$ cat config.mk
export PLATFORM = sky130hd
export DESIGN_NAME = bc_score_display_flat
export DESIGN_NICKNAME = d
export VERILOG_FILES = /design/src/rtl/bc_score_display_if.sv /design/src/rtl/bc_score_display.sv /design/src/flat_wrapper.sv
export SDC_FILE = /design/constraint.sdc
export NUM_CORES = 1
export LEC_CHECK = 0
export ABC_AREA = 1
export CAP_MARGIN = 40
export CORE_AREA = 2 2 94 74
export DETAILED_ROUTE_END_ITERATION = 7
export DIE_AREA = 0 0 96 76
export HOLD_SLACK_MARGIN = 0.03
export PLACE_DENSITY = 0.78
export SYNTH_ARGS = -nofsm -noshare
export SYNTH_HDL_FRONTEND = slang
export SYNTH_SLANG_ARGS = --single-unit
$ cat constraint.sdc
create_clock -name clk -period 2.8 [get_ports clk]
set_input_delay 0.28 -clock clk [delete_from_list [all_inputs] [get_ports clk]]
set_output_delay 0.28 -clock clk [all_outputs]
set_load 0.005 [all_outputs]
$ cat src/rtl/bc_score_display_if.sv
// Result handshake between the bulls-and-cows game core and the score display.
// The game core drives the master side and the display drives the slave side.
interface bc_score_display_if;
   logic       res_valid;
   logic       res_ready;
   logic [2:0] res_bulls;
   logic [2:0] res_cows;
   logic [3:0] res_attempt;

   modport master (
      output res_valid,
      output res_bulls,
      output res_cows,
      output res_attempt,
      input  res_ready
   );

   modport slave (
      input  res_valid,
      input  res_bulls,
      input  res_cows,
      input  res_attempt,
      output res_ready
   );
endinterface

$ cat src/rtl/bc_score_display.sv
// Bulls-and-cows score display.
// Each accepted result is shown as a loop of timed screens on a single
// 7-segment digit: bulls, then cows (dp lit), and, when BC_DISP_ATTEMPT_EN is
// defined, the attempt number (dp blinking). A win blinks a digit until the
// next clear. A malformed score shows a steady "E".
// Build option BC_DISP_ATTEMPT_EN: adds the attempt screen to the loop, and
// the win screen blinks the attempt number instead of "4".
//
// state  | meaning
// IDLE   | no result held, shows "-"
// SHOW_B | bulls digit, dp off
// SHOW_C | cows digit, dp on
// SHOW_N | attempt digit, dp toggles every half hold (option only)
// WIN    | 4 bulls: digit / blank blink, new results refused
// ERR    | malformed score, steady "E"
module bc_score_display #(
   parameter int HOLD_CYCLES = 10_000_000,
   parameter int CNT_W       = 24
) (
   input  logic                  clk,
   input  logic                  rst_n,
   input  logic                  clear,
   bc_score_display_if.slave     res,
   output logic [7:0]            segment_out,
   output logic                  busy
);

   typedef enum logic [2:0] {IDLE, SHOW_B, SHOW_C, SHOW_N, WIN, ERR} state_t;

   localparam logic [CNT_W-1:0] TIMER_TC = CNT_W'(HOLD_CYCLES - 1);

   state_t           state;
   logic [CNT_W-1:0] timer;
   logic             blank;
   logic [2:0]       bulls_q;
   logic [2:0]       cows_q;
   logic             accept;
   logic             dp_next;
   logic [3:0]       digit_acc;
   logic [3:0]       digit_cur;

   function automatic logic [7:0] glyph(input logic [3:0] v);
      case (v)
         4'h0: glyph = 8'h3F;
         4'h1: glyph = 8'h06;
         4'h2: glyph = 8'h5B;
         4'h3: glyph = 8'h4F;
         4'h4: glyph = 8'h66;
         4'h5: glyph = 8'h6D;
         4'h6: glyph = 8'h7D;
         4'h7: glyph = 8'h07;
         4'h8: glyph = 8'h7F;
         4'h9: glyph = 8'h6F;
         4'hA: glyph = 8'h77;
         4'hB: glyph = 8'h7C;
         4'hC: glyph = 8'h39;
         4'hD: glyph = 8'h5E;
         4'hE: glyph = 8'h79;
         default: glyph = 8'h71;
      endcase
   endfunction

   // Segment pattern for a screen; n is the attempt/win digit, dp_n the SHOW_N dp.
   function automatic logic [7:0] screen(input state_t st, input logic blank_n,
                                         input logic dp_n, input logic [2:0] b,
                                         input logic [2:0] c, input logic [3:0] n);
      case (st)
         SHOW_B:  screen = glyph({1'b0, b});
         SHOW_C:  screen = glyph({1'b0, c}) | 8'h80;
         SHOW_N:  screen = glyph(n) | {dp_n, 7'b0};
         WIN:     screen = blank_n ? 8'h00 : glyph(n);
         ERR:     screen = 8'h79;
         default: screen = 8'h40;
      endcase
   endfunction

   // Sum is formed at 4 bits so 4+4 cannot alias to a legal value.
   function automatic state_t decode(input logic [2:0] b, input logic [2:0] c);
      logic [3:0] sum;
      sum = {1'b0, b} + {1'b0, c};
      if (b > 3'd4 || c > 3'd4 || sum > 4'd4) decode = ERR;
      else if (b == 3'd4)                     decode = WIN;
      else                                    decode = SHOW_B;
   endfunction

   function automatic state_t next_screen(input state_t st);
      case (st)
         SHOW_B:  next_screen = SHOW_C;
`ifdef BC_DISP_ATTEMPT_EN
         SHOW_C:  next_screen = SHOW_N;
`else
         SHOW_C:  next_screen = SHOW_B;
`endif
         SHOW_N:  next_screen = SHOW_B;
         default: next_screen = st;
      endcase
   endfunction

   assign res.res_ready = ~clear & (state != WIN);
   assign accept        = res.res_valid & res.res_ready;

`ifdef BC_DISP_ATTEMPT_EN
   localparam logic [CNT_W-1:0] TIMER_HALF = CNT_W'(HOLD_CYCLES / 2);
   logic [3:0] attempt_q;

   // dp of the attempt screen is lit for the first half of each hold.
   assign dp_next   = (timer + 1'b1) < TIMER_HALF;
   assign digit_acc = res.res_attempt;
   assign digit_cur = attempt_q;

   // Attempt number is only captured on accept.
   always_ff @(posedge clk) begin
      if (!rst_n)      attempt_q <= '0;
      else if (accept) attempt_q <= res.res_attempt;
   end
`else
   assign dp_next   = 1'b0;
   assign digit_acc = 4'd4;
   assign digit_cur = 4'd4;
`endif

   // Screen sequencer: clear beats accept, accept beats the hold timer.
   always_ff @(posedge clk) begin
      if (!rst_n) begin
         state       <= IDLE;
         segment_out <= 8'h40;
         busy        <= 1'b0;
         timer       <= '0;
         blank       <= 1'b0;
         bulls_q     <= '0;
         cows_q      <= '0;
      end else if (clear) begin
         state       <= IDLE;
         segment_out <= 8'h40;
         busy        <= 1'b0;
         timer       <= '0;
         blank       <= 1'b0;
      end else if (accept) begin
         bulls_q     <= res.res_bulls;
         cows_q      <= res.res_cows;
         state       <= decode(res.res_bulls, res.res_cows);
         segment_out <= screen(decode(res.res_bulls, res.res_cows), 1'b0, 1'b1,
                               res.res_bulls, res.res_cows, digit_acc);
         busy        <= 1'b1;
         timer       <= '0;
         blank       <= 1'b0;
      end else if (state inside {SHOW_B, SHOW_C, SHOW_N, WIN}) begin
         if (timer == TIMER_TC) begin
            timer <= '0;
            if (state == WIN) begin
               blank       <= ~blank;
               segment_out <= screen(WIN, ~blank, 1'b1, bulls_q, cows_q, digit_cur);
            end else begin
               state       <= next_screen(state);
               segment_out <= screen(next_screen(state), 1'b0, 1'b1,
                                     bulls_q, cows_q, digit_cur);
            end
         end else begin
            timer       <= timer + 1'b1;
            segment_out <= screen(state, blank, dp_next, bulls_q, cows_q, digit_cur);
         end
      end
   end

endmodule

$ cat src/flat_wrapper.sv
// flat-port wrapper written by rule: the top's interface ports become plain ports
module bc_score_display_flat 
#(
   parameter int HOLD_CYCLES = 10_000_000,
   parameter int CNT_W       = 24
)
  (clk, rst_n, clear, segment_out, busy, res_res_valid, res_res_bulls, res_res_cows, res_res_attempt, res_res_ready);
  bc_score_display_if res_i ();
  input  logic clk;
  input  logic rst_n;
  input  logic clear;
  output logic [7:0] segment_out;
  output logic busy;
  input wire logic [$bits(res_i.res_valid)-1:0] res_res_valid;
  input wire logic [$bits(res_i.res_bulls)-1:0] res_res_bulls;
  input wire logic [$bits(res_i.res_cows)-1:0] res_res_cows;
  input wire logic [$bits(res_i.res_attempt)-1:0] res_res_attempt;
  output wire logic [$bits(res_i.res_ready)-1:0] res_res_ready;
  assign res_i.res_valid = res_res_valid;
  assign res_i.res_bulls = res_res_bulls;
  assign res_i.res_cows = res_res_cows;
  assign res_i.res_attempt = res_res_attempt;
  assign res_res_ready = res_i.res_ready;
  bc_score_display #(.HOLD_CYCLES(HOLD_CYCLES), .CNT_W(CNT_W)) u_core (.clk(clk), .rst_n(rst_n), .clear(clear), .res(res_i), .segment_out(segment_out), .busy(busy));
endmodule
Yosys cells after proc, flatten, opt, wreduce, memory -nomap -nowiden
Memory sizes are Yosys's and may differ from the RTL's. A register that Yosys moved wholly into a read port is not among the register bits.
Index checks and enable logic that the tools add are counted.
Widths: inputs -> output; s select.
{"block": "op_classes", "addsub": 2, "magnitude_cmp": 3, "n_eq_ne": 19, "mux": 31, "n_bitwise": 5, "reduce_logical": 11}
{"op": "$pmux 8 s5", "n": 3}
{"op": "$mux 3", "n": 20}
{"op": "$mux 8", "n": 6}
{"op": "$add 24x1->24 const B", "n": 1}
{"op": "$eq 24x24->1 const B", "n": 1}
{"op": "$mux 24", "n": 1}
{"op": "$eq 3x3->1 const B", "n": 7}
{"op": "$eq 3x2->1 const B", "n": 6}
{"op": "$eq 3x1->1 const B", "n": 3}
{"op": "$gt 3x3->1 const B", "n": 2}
{"op": "$pmux 3 s2", "n": 1}
{"op": "$reduce_and 3->1", "n": 2}
{"op": "$add 3x3->4", "n": 1}
{"op": "$gt 4x3->1 const B", "n": 1}
{"op": "$reduce_bool 2->1", "n": 2}
{"op": "$reduce_bool 4->1", "n": 1}
{"op": "$reduce_or 2->1", "n": 2}
{"op": "$ne 3x3->1 const B", "n": 1}
{"op": "$not 1->1", "n": 3}
{"op": "$reduce_or 3->1", "n": 1}
{"op": "$and 1x1->1", "n": 2}
{"op": "$logic_or 1x1->1", "n": 2}
{"op": "$ne 2x1->1 const B", "n": 1}
{"op": "$reduce_and 2->1", "n": 1}
{"block": "totals", "regBits": 43, "mem_bits_ro": 1120, "out_inout_bits": 10, "wordCells": 91, "n_memories": 13}
{"name": "(no name shown)", "depth": 16, "word_bits": 7, "read_ports": 1, "rd_clocked_by_memory_dff": 0, "write_ports": 0, "line_no": "bc_score_display.sv:43", "text": "case (v)"}
{"name": "(no name shown)", "depth": 16, "word_bits": 7, "read_ports": 1, "rd_clocked_by_memory_dff": 0, "write_ports": 0, "line_no": "bc_score_display.sv:43"}
{"name": "(no name shown)", "depth": 16, "word_bits": 7, "read_ports": 1, "rd_clocked_by_memory_dff": 0, "write_ports": 0, "line_no": "bc_score_display.sv:43"}
{"name": "(no name shown)", "depth": 16, "word_bits": 7, "read_ports": 1, "rd_clocked_by_memory_dff": 0, "write_ports": 0, "line_no": "bc_score_display.sv:43"}
{"name": "(no name shown)", "depth": 16, "word_bits": 7, "read_ports": 1, "rd_clocked_by_memory_dff": 0, "write_ports": 0, "line_no": "bc_score_display.sv:43"}
{"name": "(no name shown)", "depth": 16, "word_bits": 7, "read_ports": 1, "rd_clocked_by_memory_dff": 0, "write_ports": 0, "line_no": "bc_score_display.sv:43"}
{"name": "7 more memories"}

Depth between registers and ports, before layout
Gate-level depths: netlist of run 1.
{"block": "logic_depth", "word_depth": 15, "mapped_depth": 13, "mapped_depth_nobuf": 13}

Worst setup path after synthesis of run 1
Ideal clock, no wire load.
{"block": "synth_timing", "kind": "reg2reg", "start": "register u_core.state[1]", "end": "register with a tool-made name", "setup_ps": 121, "arrival_time_ps": 1911, "required_ps": 2679, "setup_slack_ps": 767, "stages_incl_launch_ff": 12, "path_buffers": 1, "synth_period_minus_slack_ps": 2033, "path_cell_list": "dfxtp_1 > nor2_2 > nand2_4 > inv_4 > nor2_8 > nand2_8 > buf_4 > nor2_1 > nor3_2 > inv_1 > ha_1 > or2_4"}
{"item": "from (decl)", "line_no": "bc_score_display.sv:32", "text": "state_t state;"}
{"item": "from (signal assigned)", "line_no": "bc_score_display.sv:141", "text": "state <= decode(res.res_bulls, res.res_cows);"}
{"item": "from (signal assigned)", "line_no": "bc_score_display.sv:154", "text": "state <= next_screen(state);"}

==> results.json, run 1 <==
{
  "ys.warnings.count": 0,
  "io_pins": 24,
  "cp.arrival_ns": 2.54,
  "grt.overflow.total": 0,
  "antenna_found_initial": 0,
  "cts_tree": "yes",
  "worstPathRequired_ns": 3.01,
  "worst_pin_slew_ns": 0.503,
  "synth_top_area_cell": "dfxtp_1",
  "crit_start": "u_core.state[1]",
  "async_reset_ff_frac": 0,
  "final_nets": 633,
  "path_cells": "nor2_2 > nand2_4 > inv_4 > nor3_2 > buf_4 > or2_2 > inv_1 > nor3_2 > ha_1 > or2_1",
  "routed.top_layer": "met4",
  "totalWireLength_um": 9130,
  "finalSetupViolations": 0,
  "syn_avg_cell_area_um2": 6.57,
  "drtIter0Drc": 318,
  "fin_cells": 685,
  "yosysMostFrequentCell": "nand2_1",
  "cp-start-kind": "register",
  "synth_top_area_frac": 0.306,
  "drv_slew": 0,
  "crit_path_end_kind": "register",
  "wl_met1_um": 4460,
  "portBuffers": 19,
  "synth-seq-area-share": 0.306,
  "fp.coreArea_um2": 6470,
  "power_density_nw_per_um2": 438,
  "synth-edff-count": 0,
  "fp.dieH_um": 76,
  "htreeDepth": 3,
  "status": "completed",
  "rr_startpoint": "u_core.state[1]",
  "syn_to_final_growth_pct": 13.3,
  "cts_sinks": 57,
  "drv_cap": 0,
  "postRouteAntennaNets": 0,
  "synthTopCellsByCount": "nand2_1, inv_1, nor2_1, dfxtp_1, nand3_1",
  "layout.area.seq_um2": 1140,
  "postSynthCellCount": 567,
  "clk_latency_ns": 0.34,
  "multiInputGateArea_um2": 2220,
  "grt_pass1_vias": 3387,
  "cts_resized": 0,
  "fill_cells": 616,
  "worstPathMaxFanout": 8,
  "yosys-top-cells-area": "dfxtp_1, nand2_1, ha_1",
  "min_path_type": "register to register",
  "clock-root-buffer": "clkbuf_8",
  "place_ws_ns": 0.315,
  "dp.cells": 669,
  "gp_congestion": 0.949,
  "numCtsBuffers": 9,
  "fp.dieW_um": 96,
  "drive_above_1_share": 0.105,
  "fin_tns_setup_ns": 0,
  "initial_core_util": 0.575,
  "route.met3.wl_um": 866,
  "dieArea_um2": 7300,
  "num_vias": 3680,
  "grt_first_pass_wirelength_um": 15900,
  "ys_ff_latch": 57,
  "clk_pin_slew_ns": 0.06,
  "hpwl_um": 7210,
  "worst_path_largest_cell_delay_ns": 0.53,
  "min_from": "u_core.busy",
  "syn_nets": 604,
  "fin_skew_ns": 0.00543,
  "ctsHoldBuffers": 0,
  "cpLargestDelayFamily": "simple AND/OR/NAND/NOR gates",
  "rows": 26,
  "synthFlopType": "dfxtp_1",
  "crit_buf_inv": 3,
  "clock_path_buffers": 2,
  "hold_viol": 0,
  "wl_per_cell_um": 13.3,
  "post-route-period-util": 0.832,
  "wl_met2_um": 3690,
  "setup_slack_ns": 0.471,
  "grt_max_degree": 18,
  "slew_headroom": 0.664,
  "routed_via_density": 5.37,
  "fmax_mhz": 429,
  "drtPass1Iterations": 5,
  "timing_worst_setup_path_type": "register to register",
  "postCtsSetupBuffers": 0,
  "drcViolationCount": 0,
  "diodes": 0,
  "synth_area_um2": 3720,
  "rsz0062_at_grt": "no",
  "synthDistinctLibCells": 43,
  "slowest_stage": "dfxtp_1",
  "fin_crit_ns": 2.33,
  "crit_top_cell": "nor3_2",
  "max-vdd-ir-drop_mv": 0.287,
  "p_leak_nw": 1.88,
  "track_usage": 0.278
}
-- worst paths after layout --
kind | endpoint | slack (ns) | cells after the start
worst min register to register | u_core.busy | 0.47 | 1
worst min-delay path | u_core.busy | 0.47 | 1
worst max register to register | register | 0.47 | 10
worst max-delay path | register | 0.47 | 10
-- routing by layer --
layer	GRT usage	up-vias
li1	-	1891
met1	0.430	1631
met2	0.373	149
met3	0.0712	9
met4	0.0857	0
met5	0	-
-- cell type report --
class,count,area share
inverters,80,0.0718
clock buffers,13,0.0353
well taps,84,0.0249
repair buffers,28,0.0611
multi-input cells,420,0.527
clock inverters,3,0.00949
flip-flops and latches,57,0.270
-- where the power goes --
part           internal (mW)  switching (mW)  total, mW
clock network          0.433           0.321      0.754
registers              0.845          0.0193      0.865
logic                 0.0888           0.140      0.228
-- cell usage in the layout (no fill, tap or decap), types with 3 or more instances in the layout --
master / instances
nand3_1: 40
xor2_1: 4
nor3_2: 5
buf_4: 9
inv_2: 9
nand4_1: 17
nor3_1: 18
inv_1: 70
a21oi_1: 33
nor2_2: 5
nand2_1: 136
or2_2: 6
ha_1: 22
nor2_1: 68
o21a_1: 3
dfxtp_1: 57
clkbuf_1: 3
o21ai_0: 33
clkbuf_8: 10
nand2_2: 6
clkdlybuf4s50_1: 19
-- stage by stage --
step,power [mW],utilization,hold WS [ns],instance area (um^2)
after floorplan,1.03,-,0.443,3720
after global placement,1.10,0.623,0.446,4030
after detailed placement,1.11,0.623,0.461,4030
after CTS,1.86,0.652,0.476,4220
after global routing,1.93,0.652,0.488,4220
final,1.85,0.652,0.472,4220
-- kinds of logic (layout without fill, tap and decap cells) --
family                   Yosys count  after routing  synth area share
AO/OA/AOI/OAI                     77             77             0.110
XOR/XNOR                           5              5            0.0118
buffers and inverters             90            124            0.0964
flip-flops                        57             57             0.306
AND/OR/NAND/NOR                  315            315             0.396
adder cells (fa/ha/maj)           23             23            0.0793
Note: power is estimated with default switching activity, not from simulation.
==> inputs of run 2 (changes only) <==
CORE_AREA = 2 2 99 77   (was 2 2 94 74)
DIE_AREA = 0 0 101 79   (was 0 0 96 76)
PLACE_DENSITY = 0.75   (was 0.78)
clock period = 1.98 ns   (was 2.8 ns; I/O delays follow)
==> results.json, run 2 (synthesis gave the netlist of run 1 again) <==
{
  "status": "completed",
  "postLayoutCellArea_um2": 4530,
  "cts_sinks": 57,
  "drcViolationCount": 0,
  "clk_latency_ns": 0.36,
  "mostFrequentLayoutCells": "nand2_1, inv_1, nor2_1",
  "post_dp_cell_area_um2": 4280,
  "p_leak_nw": 2.03,
  "gp_congestion": 0.979,
  "rr_startpoint": "u_core.state[2]",
  "setup_slack_ns": 0.0716,
  "fin_crit_ns": 1.91,
  "fin_util": 0.638,
  "clk_pin_slew_ns": 0.07,
  "rsz0062_at_grt": "yes",
  "hold_path_depth": 1,
  "drtIter0Drc": 269,
  "slew_headroom": 0.660,
  "crit_path_end_kind": "register",
  "worst_pin_slew_ns": 0.506,
  "cts_tree": "yes",
  "initial_core_util": 0.525,
  "io_pins": 24,
  "wl_per_cell_um": 13.9,
  "drtPass1Iterations": 5,
  "max-vdd-ir-drop_mv": 0.294,
  "worstPathRequired_ns": 2.22,
  "diodes": 0,
  "place_ws_ns": -0.275,
  "numCtsBuffers": 9,
  "timing_worst_setup_path_type": "input port to register",
  "grt.overflow.total": 0,
  "htreeDepth": 3,
  "track_usage": 0.267,
  "postRouteAntennaNets": 0,
  "power_density_nw_per_um2": 600,
  "hold_ws_ns": 0.467,
  "clock_path_buffers": 2,
  "reg2reg_depth": 9,
  "fill_cells": 622,
  "num_vias": 3893,
  "hpwl_um": 7680,
  "fp.coreArea_um2": 7090,
  "hold_viol": 0,
  "worstPathMaxFanout": 2,
  "post-route-period-util": 0.964,
  "drive_above_1_share": 0.167,
  "reg2reg_slack_ns": 0.07,
  "portBuffers": 19,
  "dieArea_um2": 7980,
  "totalWireLength_um": 10000,
  "final_common_cell": "nand2_1",
  "min_from": "u_core.busy",
  "cp.arrival_ns": 2.15,
  "r2r-end": "u_core.timer[19]",
  "dp.cells": 705,
  "whs_endpoint": "u_core.busy",
  "ctsHoldBuffers": 0,
  "fin_cells": 720,
  "grt_pass1_vias": 3507,
  "antenna_found_initial": 0,
  "drv_slew": 0,
  "fp.dieH_um": 79,
  "grt_max_degree": 13,
  "fin_skew_ns": 0.00931,
  "grt_first_pass_wirelength_um": 16600,
  "routed_via_density": 5.41,
  "clock-root-buffer": "clkbuf_8",
  "syn_to_final_growth_pct": 21.6,
  "rows": 27,
  "cp-start-kind": "input port",
  "final_nets": 665,
  "finalSetupViolations": 0,
  "drv_cap": 0,
  "fmax_mhz": 524,
  "min_path_type": "register to register",
  "fp.dieW_um": 101
}
## run 2: cell count changes in the layout (fill, tap and decap cells not counted), moves of 3 or more
cell,before,now
buf_4,9,41
nor3_4,2,5
dfxtp_2,0,3
dfxtp_1,57,54
## run 2: critical path, stage by stage
cell and delay (ns):
clkdlybuf4s50_1 0.51, ha_2 0.20, fa_1 0.40, o21a_1 0.19, o21ai_0 0.06, nand2_1 0.08
o21ai_0 0.24, and3_1 0.21, nand2_1 0.06
## run 2: worst max path at each step
stage	start	cells after the start	to	slack [ns]
after floorplan	u_core.state[1]	11	register	-0.009
after global placement	res_res_cows[0]	13	u_core.segment_out[4]	-0.21
after detailed placement	res_res_bulls[0]	13	u_core.segment_out[4]	-0.27
after CTS	u_core.state[2]	8	u_core.timer[15]	0.005
after global routing	u_core.state[2]	9	u_core.timer[19]	-0.07
final	res_res_bulls[0]	9	u_core.segment_out[6]	0.07
## run 2: area by class of cell
| type | instances | area (um^2) | area share |
|---|---|---|---|
| Multi-Input combinational cell | 420 | 2270 | 0.502 |
| Sequential cell | 57 | 1140 | 0.253 |
| Timing Repair Buffer | 60 | 498 | 0.110 |
| Inverter | 80 | 308 | 0.0680 |
| Clock buffer | 11 | 141 | 0.0312 |
| Tap cell | 87 | 109 | 0.0240 |
| Clock inverter | 5 | 55.1 | 0.0122 |
## run 2: per-stage QoR
step                setup TNS [ns]  total power, mW
floorplan                 -0.00866             1.45
global placement             -2.14             1.61
detailed placement           -3.57             1.62
CTS                              0             2.72
global route                -0.378             2.83
finish                           0             2.72
## run 2: metal layers
layer	up-vias	routed length [um]	track usage
met3	19	903	0.0634
met1	1748	4820	0.395
li1	1950	-	-
met5	-	0	0
met4	0	178	0.0784
met2	176	4100	0.384
## run 2: power by group
group / switching, mW / internal (mW) / total [mW]
Combinational: 0.219 / 0.169 / 0.388
Sequential: 0.0259 / 1.20 / 1.22
Clock: 0.498 / 0.610 / 1.11
Total: 0.743 / 1.97 / 2.72
## run 2: what timing repair did
action | CTS | global route
setup endpoints to repair | 2 | 27
hold endpoints to repair | 0 | 0
resized for setup | 2 | 14
buffers inserted | 0 | 0
pin swaps | 0 | 1
